`src/rtl/sseg_scan_if.sv`:
```
// sseg_scan_if: host/display bundle for the seven-segment scanner.
//   enable, load, value[15:0], dp[3:0] : host -> scanner (scan control, load strobe, payload)
//   sseg_ca[7:0], sseg_an[3:0]         : scanner -> pins (active-low cathodes / anodes)
//   frame_done                         : scanner -> host (end-of-frame pulse)
interface sseg_scan_if;
    logic        enable;
    logic        load;
    logic [15:0] value;
    logic [3:0]  dp;
    logic [7:0]  sseg_ca;
    logic [3:0]  sseg_an;
    logic        frame_done;

    modport master (
        output enable, load, value, dp,
        input  sseg_ca, sseg_an, frame_done
    );

    modport slave (
        input  enable, load, value, dp,
        output sseg_ca, sseg_an, frame_done
    );
endinterface

```
`src/rtl/sseg_scan.sv`:
```
// sseg_scan: time-multiplexed 4-digit seven-segment driver.
// Each digit gets BLANK_CYCLES dark cycles followed by DIGIT_CYCLES lit cycles;
// a loaded value is held in a pending buffer and only copied into the displayed
// (shadow) buffer at a frame boundary, so a frame never mixes two values.
// Ports:
//   clk  : system clock
//   rst  : asynchronous reset, active-low
//   bus  : sseg_scan_if.slave (enable, load, value, dp in; sseg_ca, sseg_an, frame_done out)
// Optional build macro: SSEG_LZB_EN enables leading-zero blanking on digits 1..3.
module sseg_scan #(
    parameter int unsigned DIGIT_CYCLES = 100000,
    parameter int unsigned BLANK_CYCLES = 1000
) (
    input  logic       clk,
    input  logic       rst,
    sseg_scan_if.slave bus
);

    localparam int unsigned CNT_MAX    = (DIGIT_CYCLES > BLANK_CYCLES) ? DIGIT_CYCLES : BLANK_CYCLES;
    localparam int unsigned CNT_W      = (CNT_MAX > 1) ? $clog2(CNT_MAX) : 1;
    localparam int unsigned DIGIT_LAST = DIGIT_CYCLES - 1;
    localparam int unsigned BLANK_LAST = (BLANK_CYCLES > 0) ? BLANK_CYCLES - 1 : 0;

    typedef enum logic [1:0] {
        S_IDLE  = 2'd0,
        S_BLANK = 2'd1,
        S_ON    = 2'd2
    } state_t;

    state_t             state_q, state_d;
    logic [1:0]         digit_q, digit_d;
    logic [CNT_W-1:0]   cnt_q, cnt_d;
    logic               frame_end_c;

    logic [15:0]        shadow_val_q, pend_val_q;
    logic [3:0]         shadow_dp_q, pend_dp_q;
    logic               pend_valid_q;

    logic [3:0]         nib_c;
    logic [6:0]         seg_c;
    logic [3:0]         sseg_an_c;
    logic [7:0]         sseg_ca_c;

    // Hex to active-low segments, bit 0 = a ... bit 6 = g.
    function automatic logic [6:0] decode(input logic [3:0] n);
        logic [6:0] s;
        s = 7'h7F;
        case (n)
            4'h0: s = 7'h40;
            4'h1: s = 7'h79;
            4'h2: s = 7'h24;
            4'h3: s = 7'h30;
            4'h4: s = 7'h19;
            4'h5: s = 7'h12;
            4'h6: s = 7'h02;
            4'h7: s = 7'h78;
            4'h8: s = 7'h00;
            4'h9: s = 7'h10;
            4'hA: s = 7'h08;
            4'hB: s = 7'h03;
            4'hC: s = 7'h46;
            4'hD: s = 7'h21;
            4'hE: s = 7'h06;
            4'hF: s = 7'h0E;
            default: s = 7'h7F;
        endcase
        return s;
    endfunction

    // State register: scan state, current digit and per-state cycle counter.
    always_ff @(posedge clk or negedge rst) begin
        if (!rst) begin
            state_q <= S_IDLE;
            digit_q <= 2'd0;
            cnt_q   <= '0;
        end else begin
            state_q <= state_d;
            digit_q <= digit_d;
            cnt_q   <= cnt_d;
        end
    end

    // Next-state logic; the counter restarts on every state change so it never overflows.
    always_comb begin
        state_d     = state_q;
        digit_d     = digit_q;
        cnt_d       = cnt_q;
        frame_end_c = 1'b0;
        if (!bus.enable) begin
            state_d = S_IDLE;
            digit_d = 2'd0;
            cnt_d   = '0;
        end else begin
            case (state_q)
                S_IDLE: begin
                    digit_d = 2'd0;
                    cnt_d   = '0;
                    state_d = (BLANK_CYCLES == 0) ? S_ON : S_BLANK;
                end
                S_BLANK: begin
                    if (cnt_q == CNT_W'(BLANK_LAST)) begin
                        state_d = S_ON;
                        cnt_d   = '0;
                    end else begin
                        cnt_d = cnt_q + CNT_W'(1);
                    end
                end
                S_ON: begin
                    if (cnt_q == CNT_W'(DIGIT_LAST)) begin
                        digit_d     = digit_q + 2'd1;
                        cnt_d       = '0;
                        state_d     = (BLANK_CYCLES == 0) ? S_ON : S_BLANK;
                        frame_end_c = (digit_q == 2'd3);
                    end else begin
                        cnt_d = cnt_q + CNT_W'(1);
                    end
                end
                default: begin
                    state_d = S_IDLE;
                    digit_d = 2'd0;
                    cnt_d   = '0;
                end
            endcase
        end
    end

`ifdef SSEG_LZB_EN
    logic [3:0] lead_zero_c;

    // lead_zero_c[n]: nibbles n..3 of the shadow value are all zero; digit 0 never blanks.
    always_comb begin
        lead_zero_c    = 4'b0000;
        lead_zero_c[3] = (shadow_val_q[15:12] == 4'h0);
        lead_zero_c[2] = lead_zero_c[3] && (shadow_val_q[11:8] == 4'h0);
        lead_zero_c[1] = lead_zero_c[2] && (shadow_val_q[7:4] == 4'h0);
    end
`endif

    // Output logic: pin values for the current state, registered below.
    always_comb begin
        sseg_an_c = 4'hF;
        sseg_ca_c = 8'hFF;
        nib_c     = shadow_val_q[{digit_q, 2'b00} +: 4];
        seg_c     = decode(nib_c);
`ifdef SSEG_LZB_EN
        if (lead_zero_c[digit_q]) begin
            seg_c = 7'h7F;
        end
`endif
        if (state_q == S_ON) begin
            sseg_an_c = ~(4'b0001 << digit_q);
            sseg_ca_c = {~shadow_dp_q[digit_q], seg_c};
        end
    end

    // Output registers.
    always_ff @(posedge clk or negedge rst) begin
        if (!rst) begin
            bus.sseg_an    <= 4'hF;
            bus.sseg_ca    <= 8'hFF;
            bus.frame_done <= 1'b0;
        end else begin
            bus.sseg_an    <= sseg_an_c;
            bus.sseg_ca    <= sseg_ca_c;
            bus.frame_done <= frame_end_c;
        end
    end

    // Double buffer: a load coinciding with the frame boundary bypasses pending.
    always_ff @(posedge clk or negedge rst) begin
        if (!rst) begin
            shadow_val_q <= 16'h0;
            shadow_dp_q  <= 4'h0;
            pend_val_q   <= 16'h0;
            pend_dp_q    <= 4'h0;
            pend_valid_q <= 1'b0;
        end else begin
            if (bus.load) begin
                pend_val_q <= bus.value;
                pend_dp_q  <= bus.dp;
            end
            if (frame_end_c && bus.load) begin
                shadow_val_q <= bus.value;
                shadow_dp_q  <= bus.dp;
                pend_valid_q <= 1'b0;
            end else if (frame_end_c && pend_valid_q) begin
                shadow_val_q <= pend_val_q;
                shadow_dp_q  <= pend_dp_q;
                pend_valid_q <= 1'b0;
            end else if (bus.load) begin
                pend_valid_q <= 1'b1;
            end
        end
    end

endmodule

```
`src/flat_wrapper.sv`:
```
// flat-port wrapper written by rule: the top's interface ports become plain ports
module sseg_scan_flat 
#(
    parameter int unsigned DIGIT_CYCLES = 100000,
    parameter int unsigned BLANK_CYCLES = 1000
)
  (clk, rst, bus_enable, bus_load, bus_value, bus_dp, bus_sseg_ca, bus_sseg_an, bus_frame_done);
  sseg_scan_if bus_i ();
  input  logic clk;
  input  logic rst;
  input wire logic [$bits(bus_i.enable)-1:0] bus_enable;
  input wire logic [$bits(bus_i.load)-1:0] bus_load;
  input wire logic [$bits(bus_i.value)-1:0] bus_value;
  input wire logic [$bits(bus_i.dp)-1:0] bus_dp;
  output wire logic [$bits(bus_i.sseg_ca)-1:0] bus_sseg_ca;
  output wire logic [$bits(bus_i.sseg_an)-1:0] bus_sseg_an;
  output wire logic [$bits(bus_i.frame_done)-1:0] bus_frame_done;
  assign bus_i.enable = bus_enable;
  assign bus_i.load = bus_load;
  assign bus_i.value = bus_value;
  assign bus_i.dp = bus_dp;
  assign bus_sseg_ca = bus_i.sseg_ca;
  assign bus_sseg_an = bus_i.sseg_an;
  assign bus_frame_done = bus_i.frame_done;
  sseg_scan #(.DIGIT_CYCLES(DIGIT_CYCLES), .BLANK_CYCLES(BLANK_CYCLES)) u_core (.clk(clk), .rst(rst), .bus(bus_i));
endmodule
```
`config.mk`:
```
export PLATFORM = sky130hd
export DESIGN_NAME = sseg_scan_flat
export DESIGN_NICKNAME = d
export VERILOG_FILES = /design/src/rtl/sseg_scan_if.sv /design/src/rtl/sseg_scan.sv /design/src/flat_wrapper.sv
export SDC_FILE = /design/constraint.sdc
export NUM_CORES = 1
export LEC_CHECK = 0
export BUFFER_PORTS_ARGS = -buffer_cell sky130_fd_sc_hd__clkbuf_2
export CORE_ASPECT_RATIO = 2
export CORE_MARGIN = 2
export CORE_UTILIZATION = 45
export CTS_BUF_LIST = sky130_fd_sc_hd__clkbuf_8
export CTS_CLUSTER_DIAMETER = 120
export DETAILED_ROUTE_END_ITERATION = 7
export GPL_ROUTABILITY_DRIVEN = 0
export HOLD_SLACK_MARGIN = 0.05
export SETUP_SLACK_MARGIN = 0.02
export SYNTH_ARGS = -nofsm -noshare
export SYNTH_HDL_FRONTEND = slang
export SYNTH_SLANG_ARGS = --single-unit
```
`constraint.sdc`:
```
create_clock -name clk -period 3.21 [get_ports clk]
set_input_delay 0.321 -clock clk [delete_from_list [all_inputs] [get_ports clk]]
set_output_delay 0.321 -clock clk [all_outputs]
set_load 0.05 [all_outputs]
```
==> qor.yml <==
global_routing:
  gr-total-overflow: 0
  grt_use_total: 0.181
  antenna_found_initial: 0
  grt_pass1_vias: 2441
  grt_max_degree: 37
  grt_busiest_layer: "met2"
  grt.met2_usage: 0.280
  grt_pass1_wl_um: 11800
  grt_util_met3: 0.0505
  grtUsageMet1: 0.233
clocking:
  cts_sinks: 75
  cts_resized: 0
  clk_pin_slew_worst_paths_ns: 0.07
  cts_hold_buf: 0
  htree_levels: 3
  clock_latency_ns: 0.35
  cts_root_buffer: "clkbuf_8"
  clk_path_buf_depth: 2
  postCtsSetupBuffers: 0
  cts_tree: "built"
  numCtsBuffers: 9
setup_path:
  crit_family: "compound AO/OA/AOI/OAI gates"
  path_max_fanout: 17
  required_ns: 3.42
  cp_slowest_cell: "or4_1"
  start_kind: "flip-flop"
  path_class: "flip-flop to flip-flop"
  crit_path_end_kind: "flip-flop"
  cp.arrival_ns: 2.72
  slowest_delay_ns: 0.53
  path_cells: "ha_1 -> nand4b_1 -> or4_1 -> o41a_1 -> o211ai_4 -> nor2_1"
  critPathBufInv: 0
floorplan:
  ios: 37
  core_um2: 7830
  start_util: 0.460
  die_area_um2: 8780
  dieHeight_um: 131
  die_x_um: 67.3
  row_count: 46
timing:
  max_freq_mhz: 398
  finalClockSkew_ns: 0.00556
  worst_pin_slew_ns: 0.863
  tns_ns: 0
  fin_crit_ns: 2.51
  hold_viol: 0
  setup_viol: 0
  timing.slew.headroom: 0.419
  final-max-slew-violation-count: 0
  period_share: 0.783
  rsz0062_at_grt: "no"
outcome:
  status: "finished, final reports clean"
route:
  viasPerCell: 5.30
  drt-pass1-iter-count: 4
  wl_per_cell_um: 15.0
  drc: 0
  wirelength_um: 6670
  antenna_left: 0
  drt_iter0_drc: 116
  vias: 2348
layout:
  syn2layout_area_growth_pct: 13.0
  nets: 383
  instances_no_fill: 443
  drive_gt1_frac: 0.317
  multi_input_area_um2: 1600
  fillers: 731
  regArea_um2: 1890
  final_common_cell: "dfrtp_1"
  num_antenna_cells: 0
  final_cell_mix: "dfrtp_1 (63), clkbuf_2 (35), nor2_1 (31)"
synthesis:
  synthCells: 306
  ys_ff_latch: 75
  yosysWarnings: 0
  synth_ff_type: "dfrtp_1"
  synth-seq-area-share: 0.525
  syn_nets: 345
  synth_cell_types: 45
  synth_edf_count: 0
  syn_area_per_cell_um2: 11.8
  ys_async_sr_fraction: 1.00
  synthesis.area_um2: 3600
power_and_ir_drop:
  p_seq_frac: 0.536
  clkPwrFrac: 0.400
  switchingPower_mw: 0.394
  internal_power_mw: 1.44
  cellPowerDensity_nw_per_um2: 452
  vdd_drop_max_uv: 273
  leakagePower_nw: 1.81
  comb_power_share: 0.064
  power.share.switching: 0.214
placement:
  dp_cells: 429
  hpwl_um: 4900
  portBuffers: 36
run:
  max-cap-violations: 0
min_path:
  hp-class: "input port to async pin"
[metal layers]
layer  wire (µm)  part of all wire  vias up
li1            -                 -     1145
met1        2970              0.45     1144
met2        3260              0.49       46
met3         280             0.042       13
met4         153             0.023        0
met5           0                 0        -
[state kept, by name (all words and copies together), names as in the netlist]
name,count
u_core.state_q,2
u_core.cnt_q,17
u_core.bus.sseg_an,4
u_core.pend_val_q,16
u_core.bus.sseg_ca,8
u_core.pend_valid_q,1
u_core.pend_dp_q,4
u_core.digit_q,2
u_core.bus.frame_done,1
u_core.shadow_val_q,16
u_core.shadow_dp_q,4
[synth_stat cells, types with 6 or more instances]
| cell | number | share of area |
|---|---|---|
| dfrtp_1 | 63 | 0.44 |
| dfstp_2 | 12 | 0.088 |
| mux2i_1 | 6 | 0.017 |
| xnor2_1 | 6 | 0.015 |
| mux2_2 | 30 | 0.094 |
| xor2_1 | 9 | 0.022 |
| nor2_1 | 31 | 0.032 |
| clkbuf_1 | 10 | 0.010 |
| nand3_1 | 10 | 0.014 |
| ha_1 | 15 | 0.052 |
| inv_1 | 13 | 0.014 |
| nand2_1 | 29 | 0.030 |
[power by group through the flow]
stage / sequential (mW) / clock (mW) / combinational, mW
2_1_floorplan: 0.999 / 0 / 0.0717
3_5_place_dp: 1.00 / 0 / 0.121
3_3_place_gp: 1.00 / 0 / 0.116
4_1_cts: 0.985 / 0.761 / 0.122
6_report: 0.985 / 0.736 / 0.118
5_1_grt: 0.987 / 0.806 / 0.134
[final timing paths]
check	from	end	cells past startpoint	slack (ns)
worst max register to register	u_core.cnt_q[0]$_DFF_PN0_	u_core.cnt_q[6]$_DFF_PN0_	6	0.70
max in group asynchronous	rst	u_core.pend_val_q[2]$_DFFE_PN0P_	2	2.37
min in group clk	bus_value[3]	u_core.pend_val_q[3]$_DFFE_PN0P_	3	0.21
worst max-delay path	u_core.cnt_q[0]$_DFF_PN0_	u_core.cnt_q[6]$_DFF_PN0_	6	0.70
worst min register to register	u_core.cnt_q[0]$_DFF_PN0_	u_core.cnt_q[0]$_DFF_PN0_	1	0.48
worst min-delay path	rst	u_core.pend_val_q[5]$_DFFE_PN0P_	1	0.05
[logic make-up (layout without fill, tap and decap cells)]
kind of cell,Yosys count,after routing,share of synthesized area
xor+xnor,15,15,0.0365
mux,42,42,0.145
fa+ha+maj,15,15,0.0521
flops,75,75,0.525
compound gates,31,31,0.0698
simple gates,101,101,0.140
buf+inv,27,68,0.0320
[final cells by class]
class	instances	share of cell area
clock buffer	9	0.0304
clock inverter	5	0.0178
inverter	13	0.0120
multi-input combinational	204	0.392
sequential	75	0.465
tap	96	0.0295
timing repair buffer	41	0.0535
[stage by stage]
| step | cell area, µm² | power, mW | setup WS [ns] | utilization | hold WS, ns |
|---|---|---|---|---|---|
| after global placement | 3870 | 1.12 | 0.783 | 0.495 | 0.432 |
| after CTS | 4070 | 1.87 | 0.680 | 0.520 | 0.0585 |
| after detailed placement | 3870 | 1.12 | 0.703 | 0.495 | 0.442 |
| after global routing | 4070 | 1.93 | 0.512 | 0.520 | 0.0853 |
| after floorplan | 3600 | 1.07 | 0.908 | - | 0.0254 |
| final | 4070 | 1.84 | 0.698 | 0.520 | 0.0475 |
(Power assumes the default switching activity.)
